<file path="config.mk">
export PLATFORM = sky130hd
export DESIGN_NAME = branch_cmp_sched_flat
export DESIGN_NICKNAME = d
export VERILOG_FILES = /design/src/rtl/branch_cmp_sched_if.sv /design/src/rtl/branch_cmp_sched.sv /design/src/flat_wrapper.sv
export SDC_FILE = /design/constraint.sdc
export NUM_CORES = 1
export LEC_CHECK = 0
export CAP_MARGIN = 10
export CELL_PAD_IN_SITES_DETAIL_PLACEMENT = 1
export CELL_PAD_IN_SITES_GLOBAL_PLACEMENT = 2
export CORE_UTILIZATION = 39
export CTS_CLUSTER_DIAMETER = 200
export DETAILED_ROUTE_END_ITERATION = 8
export DONT_BUFFER_PORTS = 1
export PLACE_DENSITY = 0.95
export SLEW_MARGIN = 20
export SYNTH_ARGS = -nofsm -noshare
export SYNTH_HDL_FRONTEND = slang
export SYNTH_SLANG_ARGS = --single-unit
</file>
<file path="constraint.sdc">
create_clock -name clk -period 5.95 [get_ports clk]
set_clock_uncertainty 0.2 [all_clocks]
set_input_delay 0.2975 -clock clk [delete_from_list [all_inputs] [get_ports clk]]
set_output_delay 0.2975 -clock clk [all_outputs]
set_load 0.02 [all_outputs]
</file>
<file path="src/rtl/branch_cmp_sched_if.sv">
// Condition-op encoding plus the request/response bundle of the shared branch comparator.
// Encodings follow RISC-V funct3; 3'b010 and 3'b011 are unused and compare as not-taken.
package branch_cmp_pkg;
  typedef enum logic [2:0] {
    BR_BEQ  = 3'b000,
    BR_BNE  = 3'b001,
    BR_BLT  = 3'b100,
    BR_BGE  = 3'b101,
    BR_BLTU = 3'b110,
    BR_BGEU = 3'b111
  } t_branch_cond_op;
endpackage

interface branch_cmp_sched_if #(parameter int TAG_W = 4) ();
  logic [1:0]                        req_valid;
  logic [1:0]                        req_ready;
  logic [31:0]                       req_rs1_0;
  logic [31:0]                       req_rs1_1;
  logic [31:0]                       req_rs2_0;
  logic [31:0]                       req_rs2_1;
  branch_cmp_pkg::t_branch_cond_op   req_op_0;
  branch_cmp_pkg::t_branch_cond_op   req_op_1;
  logic [TAG_W-1:0]                  req_tag_0;
  logic [TAG_W-1:0]                  req_tag_1;
  logic                              rsp_valid;
  logic                              rsp_ready;
  logic                              rsp_taken;
  logic                              rsp_src;
  logic [TAG_W-1:0]                  rsp_tag;

  modport master (
    output req_valid, req_rs1_0, req_rs1_1, req_rs2_0, req_rs2_1,
           req_op_0, req_op_1, req_tag_0, req_tag_1, rsp_ready,
    input  req_ready, rsp_valid, rsp_taken, rsp_src, rsp_tag
  );

  modport slave (
    input  req_valid, req_rs1_0, req_rs1_1, req_rs2_0, req_rs2_1,
           req_op_0, req_op_1, req_tag_0, req_tag_1, rsp_ready,
    output req_ready, rsp_valid, rsp_taken, rsp_src, rsp_tag
  );
endinterface

</file>
<file path="src/rtl/branch_cmp_sched.sv">
// Two requesters share one branch comparator through a round-robin arbiter;
// the result sits in a single register slot that can drain and reload every cycle.
module branch_cmp_sched
  import branch_cmp_pkg::*;
#(
  parameter int TAG_W = 4
) (
  input  logic                clk,
  input  logic                rst_n,
  input  logic                flush,
  branch_cmp_sched_if.slave   bus,
  output logic [15:0]         grant_cnt_0,
  output logic [15:0]         grant_cnt_1
);

  logic             rsp_valid_q;
  logic             rsp_taken_q;
  logic             rsp_src_q;
  logic [TAG_W-1:0] rsp_tag_q;
  logic             prio;

  logic             slot_free;
  logic             can_accept;
  logic             winner;
  logic [1:0]       ready;
  logic             grant;
  logic [31:0]      sel_rs1;
  logic [31:0]      sel_rs2;
  t_branch_cond_op  sel_op;
  logic [TAG_W-1:0] sel_tag;
  logic             cmp_taken;

  // rst_n gates acceptance so nothing is offered while reset is held.
  assign slot_free  = !rsp_valid_q || bus.rsp_ready;
  assign can_accept = slot_free && !flush && rst_n;

  always_comb begin
    winner = 1'b0;
    ready  = 2'b00;
    if (bus.req_valid == 2'b11) begin
      winner = prio;
    end else if (bus.req_valid[1]) begin
      winner = 1'b1;
    end
    if (can_accept && (bus.req_valid != 2'b00)) begin
      ready = winner ? 2'b10 : 2'b01;
    end
  end

  assign grant         = |(bus.req_valid & ready);
  assign bus.req_ready = ready;

  assign sel_rs1 = winner ? bus.req_rs1_1 : bus.req_rs1_0;
  assign sel_rs2 = winner ? bus.req_rs2_1 : bus.req_rs2_0;
  assign sel_op  = winner ? bus.req_op_1  : bus.req_op_0;
  assign sel_tag = winner ? bus.req_tag_1 : bus.req_tag_0;

  always_comb begin
    cmp_taken = 1'b0;
    case (sel_op)
      BR_BEQ:  cmp_taken = (sel_rs1 == sel_rs2);
      BR_BNE:  cmp_taken = (sel_rs1 != sel_rs2);
      BR_BLT:  cmp_taken = ($signed(sel_rs1) <  $signed(sel_rs2));
      BR_BGE:  cmp_taken = ($signed(sel_rs1) >= $signed(sel_rs2));
      BR_BLTU: cmp_taken = (sel_rs1 <  sel_rs2);
      BR_BGEU: cmp_taken = (sel_rs1 >= sel_rs2);
      default: cmp_taken = 1'b0;
    endcase
  end

  // Flush wins over a drain; a grant reloads the slot even while it drains.
  always_ff @(posedge clk or negedge rst_n) begin
    if (!rst_n) begin
      rsp_valid_q <= 1'b0;
      rsp_taken_q <= 1'b0;
      rsp_src_q   <= 1'b0;
      rsp_tag_q   <= '0;
      prio        <= 1'b0;
    end else if (flush) begin
      rsp_valid_q <= 1'b0;
    end else if (grant) begin
      rsp_valid_q <= 1'b1;
      rsp_taken_q <= cmp_taken;
      rsp_src_q   <= winner;
      rsp_tag_q   <= sel_tag;
      prio        <= !winner;
    end else if (bus.rsp_ready) begin
      rsp_valid_q <= 1'b0;
    end
  end

  always_ff @(posedge clk or negedge rst_n) begin
    if (!rst_n) begin
      grant_cnt_0 <= 16'h0000;
      grant_cnt_1 <= 16'h0000;
    end else if (grant) begin
      if (!winner && (grant_cnt_0 != 16'hFFFF)) begin
        grant_cnt_0 <= grant_cnt_0 + 16'h0001;
      end
      if (winner && (grant_cnt_1 != 16'hFFFF)) begin
        grant_cnt_1 <= grant_cnt_1 + 16'h0001;
      end
    end
  end

  assign bus.rsp_valid = rsp_valid_q;
  assign bus.rsp_taken = rsp_taken_q;
  assign bus.rsp_src   = rsp_src_q;
  assign bus.rsp_tag   = rsp_tag_q;

endmodule

</file>
<file path="src/flat_wrapper.sv">
// flat-port wrapper written by rule: the top's interface ports become plain ports
module branch_cmp_sched_flat import branch_cmp_pkg::*;
#(
  parameter int TAG_W = 4
)
  (clk, rst_n, flush, grant_cnt_0, grant_cnt_1, bus_req_valid, bus_req_rs1_0, bus_req_rs1_1, bus_req_rs2_0, bus_req_rs2_1, bus_req_op_0, bus_req_op_1, bus_req_tag_0, bus_req_tag_1, bus_rsp_ready, bus_req_ready, bus_rsp_valid, bus_rsp_taken, bus_rsp_src, bus_rsp_tag);
  branch_cmp_sched_if #(.TAG_W(TAG_W)) bus_i ();
  input  logic clk;
  input  logic rst_n;
  input  logic flush;
  output logic [15:0] grant_cnt_0;
  output logic [15:0] grant_cnt_1;
  input wire logic [$bits(bus_i.req_valid)-1:0] bus_req_valid;
  input wire logic [$bits(bus_i.req_rs1_0)-1:0] bus_req_rs1_0;
  input wire logic [$bits(bus_i.req_rs1_1)-1:0] bus_req_rs1_1;
  input wire logic [$bits(bus_i.req_rs2_0)-1:0] bus_req_rs2_0;
  input wire logic [$bits(bus_i.req_rs2_1)-1:0] bus_req_rs2_1;
  input wire logic [$bits(bus_i.req_op_0)-1:0] bus_req_op_0;
  input wire logic [$bits(bus_i.req_op_1)-1:0] bus_req_op_1;
  input wire logic [$bits(bus_i.req_tag_0)-1:0] bus_req_tag_0;
  input wire logic [$bits(bus_i.req_tag_1)-1:0] bus_req_tag_1;
  input wire logic [$bits(bus_i.rsp_ready)-1:0] bus_rsp_ready;
  output wire logic [$bits(bus_i.req_ready)-1:0] bus_req_ready;
  output wire logic [$bits(bus_i.rsp_valid)-1:0] bus_rsp_valid;
  output wire logic [$bits(bus_i.rsp_taken)-1:0] bus_rsp_taken;
  output wire logic [$bits(bus_i.rsp_src)-1:0] bus_rsp_src;
  output wire logic [$bits(bus_i.rsp_tag)-1:0] bus_rsp_tag;
  assign bus_i.req_valid = bus_req_valid;
  assign bus_i.req_rs1_0 = bus_req_rs1_0;
  assign bus_i.req_rs1_1 = bus_req_rs1_1;
  assign bus_i.req_rs2_0 = bus_req_rs2_0;
  assign bus_i.req_rs2_1 = bus_req_rs2_1;
  assign bus_i.req_op_0 = bus_req_op_0;
  assign bus_i.req_op_1 = bus_req_op_1;
  assign bus_i.req_tag_0 = bus_req_tag_0;
  assign bus_i.req_tag_1 = bus_req_tag_1;
  assign bus_i.rsp_ready = bus_rsp_ready;
  assign bus_req_ready = bus_i.req_ready;
  assign bus_rsp_valid = bus_i.rsp_valid;
  assign bus_rsp_taken = bus_i.rsp_taken;
  assign bus_rsp_src = bus_i.rsp_src;
  assign bus_rsp_tag = bus_i.rsp_tag;
  branch_cmp_sched #(.TAG_W(TAG_W)) u_core (.clk(clk), .rst_n(rst_n), .flush(flush), .bus(bus_i), .grant_cnt_0(grant_cnt_0), .grant_cnt_1(grant_cnt_1));
endmodule
</file>
==> reports/summary.json, run 1 <==
{
  "first_global_vias": 2586,
  "outcome": "finished, final reports clean",
  "synth_seq_cells": 40,
  "synth_largest_area_cell": "sky130_fd_sc_hd__dfrtp_1",
  "dp_hpwl_microns": 6620,
  "worst_pin_slew_ns": 0.848,
  "antenna_violations_before_repair": 0,
  "crit_path_cell_trace": "o21ai_4 > buf_12 > mux2_2 > ha_1 > nand4_1 > nor4_2 > nand3_1 > xnor2_1 > a21oi_1 > o31a_1 > a311oi_2",
  "largest_net_degree_at_the_start_of_global_routing": 52,
  "route.vias.total": 2486,
  "drt-total-wl_microns": 8050,
  "most_common_library_cell_in_the_layout_ignoring_fill_and_taps": "sky130_fd_sc_hd__dfrtp_1",
  "finalSetupViolCount": 0,
  "hold_viol": 0,
  "final_antenna_net_count": 0,
  "io-pin-count": 189,
  "maxSlewHeadroom": 0.433,
  "final_core_util": 0.435,
  "tritoncts_clock_tree": "yes",
  "clk_root_buffer_cell": "sky130_fd_sc_hd__clkbuf_8",
  "clk-insertion-delay-late_ns": 0.30,
  "fp.coreArea_sq_mm": 0.00822,
  "total_negative_setup_slack_ns": 0,
  "reg2reg_from": "u_core.prio$_DFFE_PN0P_",
  "track_usage": 0.180,
  "place_area_sq_mm": 0.00341,
  "syn2layout_area_growth_pct": 8.18,
  "mapped_area_sq_mm": 0.00331,
  "setup_crit_start_kind": "register",
  "ctsLongestPathBuffers": 2,
  "cts.sink_count": 40,
  "max_cap_viol_count": 0,
  "synth_cells": 326,
  "p_leak_nw": 1.66,
  "layout.cells.non_filler": 433,
  "cp_slowest_stage_delay_ns": 0.69,
  "cpMaxStageDelayCell": "sky130_fd_sc_hd__o21ai_4",
  "ys_warn_count": 0,
  "worst_setup_path_startpoint": "u_core.prio$_DFFE_PN0P_",
  "finish.instance_area_sq_mm": 0.00358,
  "portBuffers": 0,
  "timing_worst_setup_path_type": "reg -> reg",
  "die_h_microns": 94.1,
  "layout_setup_ws_ns": 1.99,
  "maximum_achievable_frequency_mhz": 253,
  "synth_cell_types": 47,
  "route.detailed.drc": 0,
  "path_buf_inv": 1,
  "period_share": 0.666,
  "post-place-cells": 421,
  "seq_area_frac_synth": 0.303,
  "detail_route.iter0.violations": 91,
  "grt_overflow_total": 0,
  "synthesis.area_per_instance_sq_um": 10.1,
  "cp_data_required_time_ns": 5.96,
  "routed_wire_length_per_instance_microns": 18.6,
  "cts.reportedPaths.clkPinSlew_ns": 0.08,
  "die_w_microns": 94.1,
  "worstHoldStart": "bus_req_tag_1[1]",
  "power_per_cell_area_mw_per_mm2": 243,
  "average_vias_per_placed_instance": 5.74,
  "grt_setup_unrepaired": "false",
  "crit_path_end_kind": "register",
  "grt_pass1_wl_microns": 12300,
  "rd_place_congestion": 0.764,
  "synthTopCellsByArea": "sky130_fd_sc_hd__dfrtp_1 30%, sky130_fd_sc_hd__ha_1 13%, sky130_fd_sc_hd__mux2i_1 12%",
  "timing.critical_path.arrival_ns": 3.97,
  "vdd_ir_drop_max_uv": 93.8,
  "final_cell_mix": "40 x sky130_fd_sc_hd__dfrtp_1, 38 x sky130_fd_sc_hd__mux2i_1, 34 x sky130_fd_sc_hd__ha_1, 24 x sky130_fd_sc_hd__nand2_1, 23 x sky130_fd_sc_hd__xnor2_1",
  "design.die.area_sq_mm": 0.00885,
  "number_of_optimization_iterations_in_the_first_detailed_route_pass": 3,
  "design.final.nets": 509,
  "post_route_cells_drive_above_1_share": 0.128,
  "synth_nets": 508,
  "h-tree-depth": 2,
  "initial_utilization": 0.402,
  "diodes": 0,
  "slew_viol_final": 0,
  "critical-path-top-delay-family": "compound AO/OA/AOI/OAI gates",
  "pre_cts_ws_ns": 1.97,
  "min-delay-path-class": "in -> reg",
  "path_max_fanout": 51,
  "cts_inserted_buffers": 5,
  "period_needed_ns": 3.96,
  "yosysTopAreaCellShare": 0.303,
  "core.rowCount": 33
}
==> kinds of logic after synthesis <==
group | after synthesis | share of synthesized area
multiplexers | 74 | 0.238
AND/OR/NAND/NOR | 91 | 0.150
adder cells (fa/ha/maj) | 34 | 0.129
AO/OA/AOI/OAI | 41 | 0.0772
XOR/XNOR | 30 | 0.0795
buffers and inverters | 16 | 0.0242
flip-flops | 40 | 0.303
==> layer usage <==
| layer | GRT usage | routed length, microns | vias up |
|---|---|---|---|
| met2 | 0.333 | 4170 | 103 |
| li1 | - | - | 1197 |
| met1 | 0.201 | 3220 | 1176 |
| met5 | 0 | 0 | - |
| met3 | 0.0396 | 523 | 10 |
| met4 | 0.0615 | 138 | 0 |
==> final timing paths <==
path	to	slack, ns	depth (start not counted)
worst min register to register	u_core.prio$_DFFE_PN0P_	0.38	2
worst min-delay path	u_core.bus.rsp_tag[1]$_DFFE_PN0P_	0.01	2
worst max register to register	u_core.bus.rsp_taken$_DFFE_PN0P_	1.99	11
min in group asynchronous	u_core.grant_cnt_1[14]$_DFFE_PN0P_	0.26	2
worst max-delay path	u_core.bus.rsp_taken$_DFFE_PN0P_	1.99	11
max in group asynchronous	u_core.bus.rsp_tag[2]$_DFFE_PN0P_	5.09	2
==> flip-flops by register name (all words and copies together) (netlist names) <==
register and cells:
u_core.bus.rsp_tag 4, u_core.bus.rsp_valid 1, u_core.bus.rsp_taken 1, u_core.grant_cnt_0 16, u_core.prio 1, u_core.bus.rsp_src 1, u_core.grant_cnt_1 16
==> synth_stat cells (all sizes together) <==
cell type and instances:
dfrtp 40, mux2i 38, mux2 36, ha 34
nand2 24, xnor2 23, a21oi 20, nand3 15
nand4 13, nor2 13, buf 11, o21ai 7
xor2 7, and2 5, and3 5, and4 4
inv 4, o21a 3, and2b 2, nand2b 2
nor3 2, nor4 2, o31a 2, a211oi 1
a21boi 1, a21o 1, a221o 1, a221oi 1
a311oi 1, clkbuf 1, nand3b 1, nor2b 1
nor3b 1, o211ai 1, o21bai 1, o31ai 1
or2 1
==> what timing repair did <==
action,CTS,global route
hold buffers,4,0
setup buffers,0,0
resized for setup,0,0
hold endpoints to repair,41,0
endpoints found under the setup margin,0,0
==> area by class of cell <==
cell class	count	area, sq um
Clock buffer	5	68.8
Clock inverter	3	46.3
Fill cell	900	4640
Inverter	4	15.0
Multi-Input combinational cell	270	2240
Sequential cell	40	1000
Tap cell	105	131
Timing Repair Buffer	6	77.6
==> metrics by stage <==
| stage | hold slack, ns | total power, mW |
|---|---|---|
| final | 0.00964 | 0.869 |
| after global routing | 0.0112 | 0.933 |
| after CTS | 0.000888 | 0.883 |
| after detailed placement | -0.197 | 0.642 |
| after global placement | -0.197 | 0.628 |
| after floorplan | -0.198 | 0.579 |
==> where the power goes <==
part	leakage, nW	internal (mW)	switching [mW]
clock network	0.0548	0.126	0.102
registers	0.526	0.307	0.0916
logic	1.08	0.119	0.122
total	1.66	0.552	0.316
Note: power is estimated with default switching activity, not from simulation.
==> run 2: changes to the inputs <==
CORE_UTILIZATION = 33   (was 39)
PLACE_DENSITY = 0.89   (was 0.95)
clock period = 3.35 ns   (was 5.95 ns; I/O delays follow)
==> reports/summary.json, run 2 (synthesis results as in run 1) <==
{
  "p_leak": {"value": 1.81, "unit": "nW", "change": "+9.1%"},
  "syn2layout_area_growth_pct": 19.3,
  "cts_inserted_buffers": {"value": 5, "change": "unchanged"},
  "fp.coreArea": {"value": 0.00973, "unit": "sq mm", "change": "+18%"},
  "die_w": {"value": 102, "unit": "microns", "change": "+8.5%"},
  "min-delay-path-class": "in -> reg",
  "routedLengthMet1": {"value": 3600, "unit": "microns", "change": "+12%"},
  "crit_path_end_kind": "register",
  "layout_setup_ws": {"value": 0.0323, "unit": "ns", "change": "-1.96 ns"},
  "worst_pin_slew": {"value": 0.383, "unit": "ns", "change": "-0.465 ns"},
  "ctsLongestPathBuffers": {"value": 2, "change": "unchanged"},
  "rd_place_congestion": {"value": 0.795, "change": "+4.0%"},
  "vdd_ir_drop_max": {"value": 183, "unit": "uV", "change": "+95%"},
  "cts.sink_count": {"value": 40, "change": "unchanged"},
  "top_layer": "met4",
  "routed_wire_length_per_instance": {"value": 19.4, "unit": "microns", "change": "+4.3%"},
  "combinationalPowerShare": {"value": 0.335, "change": "+0.057"},
  "first_global_vias": {"value": 2926, "change": "+13%"},
  "initial_utilization": {"value": 0.340, "change": "-0.0626"},
  "path_max_fanout": {"value": 8, "change": "-84%"},
  "met2_length": {"value": 5070, "unit": "microns", "change": "+22%"},
  "maximum_achievable_frequency": {"value": 301, "unit": "MHz", "change": "+19%"},
  "final_cell_mix": "40 x sky130_fd_sc_hd__dfrtp_1, 38 x sky130_fd_sc_hd__mux2i_1, 29 x sky130_fd_sc_hd__ha_1, 24 x sky130_fd_sc_hd__nand2_1, 23 x sky130_fd_sc_hd__xnor2_1",
  "max_cap_viol_count": {"value": 0, "change": "unchanged"},
  "drt-total-wl": {"value": 9360, "unit": "microns", "change": "+16%"},
  "portBuffers": {"value": 0, "change": "unchanged"},
  "outcome": "finished, final reports clean",
  "detail_route.iter0.violations": {"value": 16, "change": "-82%"},
  "p_switching": {"value": 0.587, "unit": "mW", "change": "+86%"},
  "maxSlewHeadroom": {"value": 0.745, "change": "+0.312"},
  "route.detailed.drc": {"value": 0, "change": "unchanged"},
  "design.final.nets": {"value": 531, "change": "+4.3%"},
  "largest_net_degree_at_the_start_of_global_routing": {"value": 42, "change": "-19%"},
  "final_antenna_net_count": {"value": 0, "change": "unchanged"},
  "grt_setup_unrepaired": "true",
  "h-tree-depth": {"value": 2, "change": "unchanged"},
  "period_share": {"value": 0.990, "change": "+0.325"},
  "hold_viol": {"value": 0, "change": "unchanged"},
  "most_common_library_cell_in_the_layout_ignoring_fill_and_taps": "sky130_fd_sc_hd__dfrtp_1",
  "clock_power_share": {"value": 0.206, "change": "-0.057"},
  "average_vias_per_placed_instance": {"value": 5.43, "change": "-5.4%"},
  "tritoncts_clock_tree": "yes",
  "slew_viol_final": {"value": 0, "change": "unchanged"},
  "route.vias.total": {"value": 2623, "change": "+5.5%"},
  "cp_data_required_time": {"value": 3.34, "unit": "ns", "change": "-2.62 ns"},
  "die_h": {"value": 102, "unit": "microns", "change": "+8.5%"},
  "timing.critical_path.arrival": {"value": 3.31, "unit": "ns", "change": "-0.66 ns"},
  "number_of_optimization_iterations_in_the_first_detailed_route_pass": {"value": 3, "change": "unchanged"},
  "power.share.sequential": {"value": 0.459, "change": "about the same"},
  "timing_worst_setup_path_type": "reg -> reg",
  "design.die.area": {"value": 0.0104, "unit": "sq mm", "change": "+18%"},
  "grt_pass1_wl": {"value": 14200, "unit": "microns", "change": "+16%"},
  "core.rowCount": {"value": 36, "change": "+9.1%"},
  "detailed_route_wirelength_on_metal3": {"value": 641, "unit": "microns", "change": "+23%"},
  "period_needed": {"value": 3.32, "unit": "ns", "change": "-0.643 ns"},
  "diodes": {"value": 0, "change": "unchanged"},
  "track_usage": {"value": 0.176, "change": "-0.00444"},
  "io-pin-count": {"value": 189, "change": "unchanged"},
  "post_route_cells_drive_above_1_share": {"value": 0.183, "change": "+0.0548"},
  "grt_overflow_total": {"value": 0, "change": "unchanged"},
  "dp_hpwl": {"value": 7230, "unit": "microns", "change": "+9.2%"},
  "antenna_violations_before_repair": {"value": 0, "change": "unchanged"},
  "cts.reportedPaths.clkPinSlew": {"value": 0.07, "unit": "ns", "change": "about the same"},
  "setup_crit_start_kind": "register",
  "clk-insertion-delay-late": {"value": 0.29, "unit": "ns", "change": "about the same"},
  "internal_power": {"value": 0.964, "unit": "mW", "change": "+74%"},
  "final.hold.worst_slack": {"value": 0.0187, "unit": "ns", "change": "+0.00908 ns"},
  "power_per_cell_area": {"value": 393, "unit": "mW/mm^2", "change": "+62%"},
  "power_switching_share": {"value": 0.379, "change": "+0.0144"},
  "clk_root_buffer_cell": "sky130_fd_sc_hd__clkbuf_8",
  "finalSetupViolCount": {"value": 0, "change": "unchanged"},
  "pre_cts_ws": {"value": -0.0914, "unit": "ns", "change": "-2.06 ns"}
}
-- run 2: repair_timing --
| action | 4_1_cts | 5_1_grt |
|---|---|---|
| endpoints found under the hold margin | 45 | 0 |
| endpoints found under the setup margin | 1 | 1 |
| hold buffers | 12 | 0 |
| resized for setup | 12 | 3 |
| pin swaps | 10 | 1 |
| setup buffers | 5 | 0 |
| gates cloned | 2 | 0 |
-- run 2: cell type report --
class | count | area [sq um]
tap | 133 | 166
fill | 1109 | 5790
inverter | 4 | 15.0
clock inverter | 3 | 18.8
clock buffer | 5 | 68.8
timing repair buffer | 28 | 348
multi-input combinational | 270 | 2320
sequential | 40 | 1000
-- run 2: critical path, stage by stage (launching register included) --
cell,delay (ns)
sky130_fd_sc_hd__dfrtp_1,0.41
sky130_fd_sc_hd__o21ai_4,0.15
sky130_fd_sc_hd__buf_12,0.14
sky130_fd_sc_hd__buf_12,0.13
sky130_fd_sc_hd__buf_8,0.13
sky130_fd_sc_hd__mux2_2,0.34
sky130_fd_sc_hd__ha_1,0.30
sky130_fd_sc_hd__nand4_1,0.18
sky130_fd_sc_hd__nor4_4,0.33
sky130_fd_sc_hd__nand3_2,0.14
sky130_fd_sc_hd__xnor2_1,0.18
sky130_fd_sc_hd__a21oi_1,0.09
sky130_fd_sc_hd__o31a_1,0.31
sky130_fd_sc_hd__a311oi_2,0.19
-- run 2: per-layer routing --
layer | vias up | track usage
li1 | 1242 | -
met1 | 1255 | 0.191
met2 | 119 | 0.347
met3 | 7 | 0.0417
met4 | 0 | 0.0253
met5 | - | 0
-- run 2: through the flow --
step / util / power (mW) / cell area (sq um) / TNS, ns / std cells
CTS: 0.401 / 1.56 / 3910 / 0 / 483
global route: 0.405 / 1.66 / 3940 / -0.0996 / 483
finish: 0.405 / 1.55 / 3940 / 0 / 483
global placement: 0.361 / 1.12 / 3510 / 0 / 456
detailed placement: 0.361 / 1.16 / 3510 / -0.0914 / 456
floorplan: - / 1.03 / 3310 / 0 / 326
-- run 2: path summary, 6_finish.rpt --
path	startpoint	endpoint	slack (ns)	cells after the start
worst min-delay path	bus_req_op_1[1]	u_core.bus.rsp_taken$_DFFE_PN0P_	0.02	3
worst max register to register	u_core.prio$_DFFE_PN0P_	u_core.bus.rsp_taken$_DFFE_PN0P_	0.03	13
worst min register to register	u_core.prio$_DFFE_PN0P_	u_core.prio$_DFFE_PN0P_	0.38	2
min in group asynchronous	rst_n	u_core.grant_cnt_1[11]$_DFFE_PN0P_	0.15	2
worst max-delay path	u_core.prio$_DFFE_PN0P_	u_core.bus.rsp_taken$_DFFE_PN0P_	0.03	13
max in group asynchronous	rst_n	u_core.grant_cnt_0[0]$_DFFE_PN0P_	2.59	2
-- run 2: power by group through the flow --
stage               clock network (mW)  logic, mW  registers, mW
global placement                     0      0.409          0.715
finish                           0.319      0.520          0.711
floorplan                            0      0.336          0.692
CTS                              0.332      0.520          0.712
detailed placement                   0      0.440          0.722
global route                     0.354      0.585          0.724
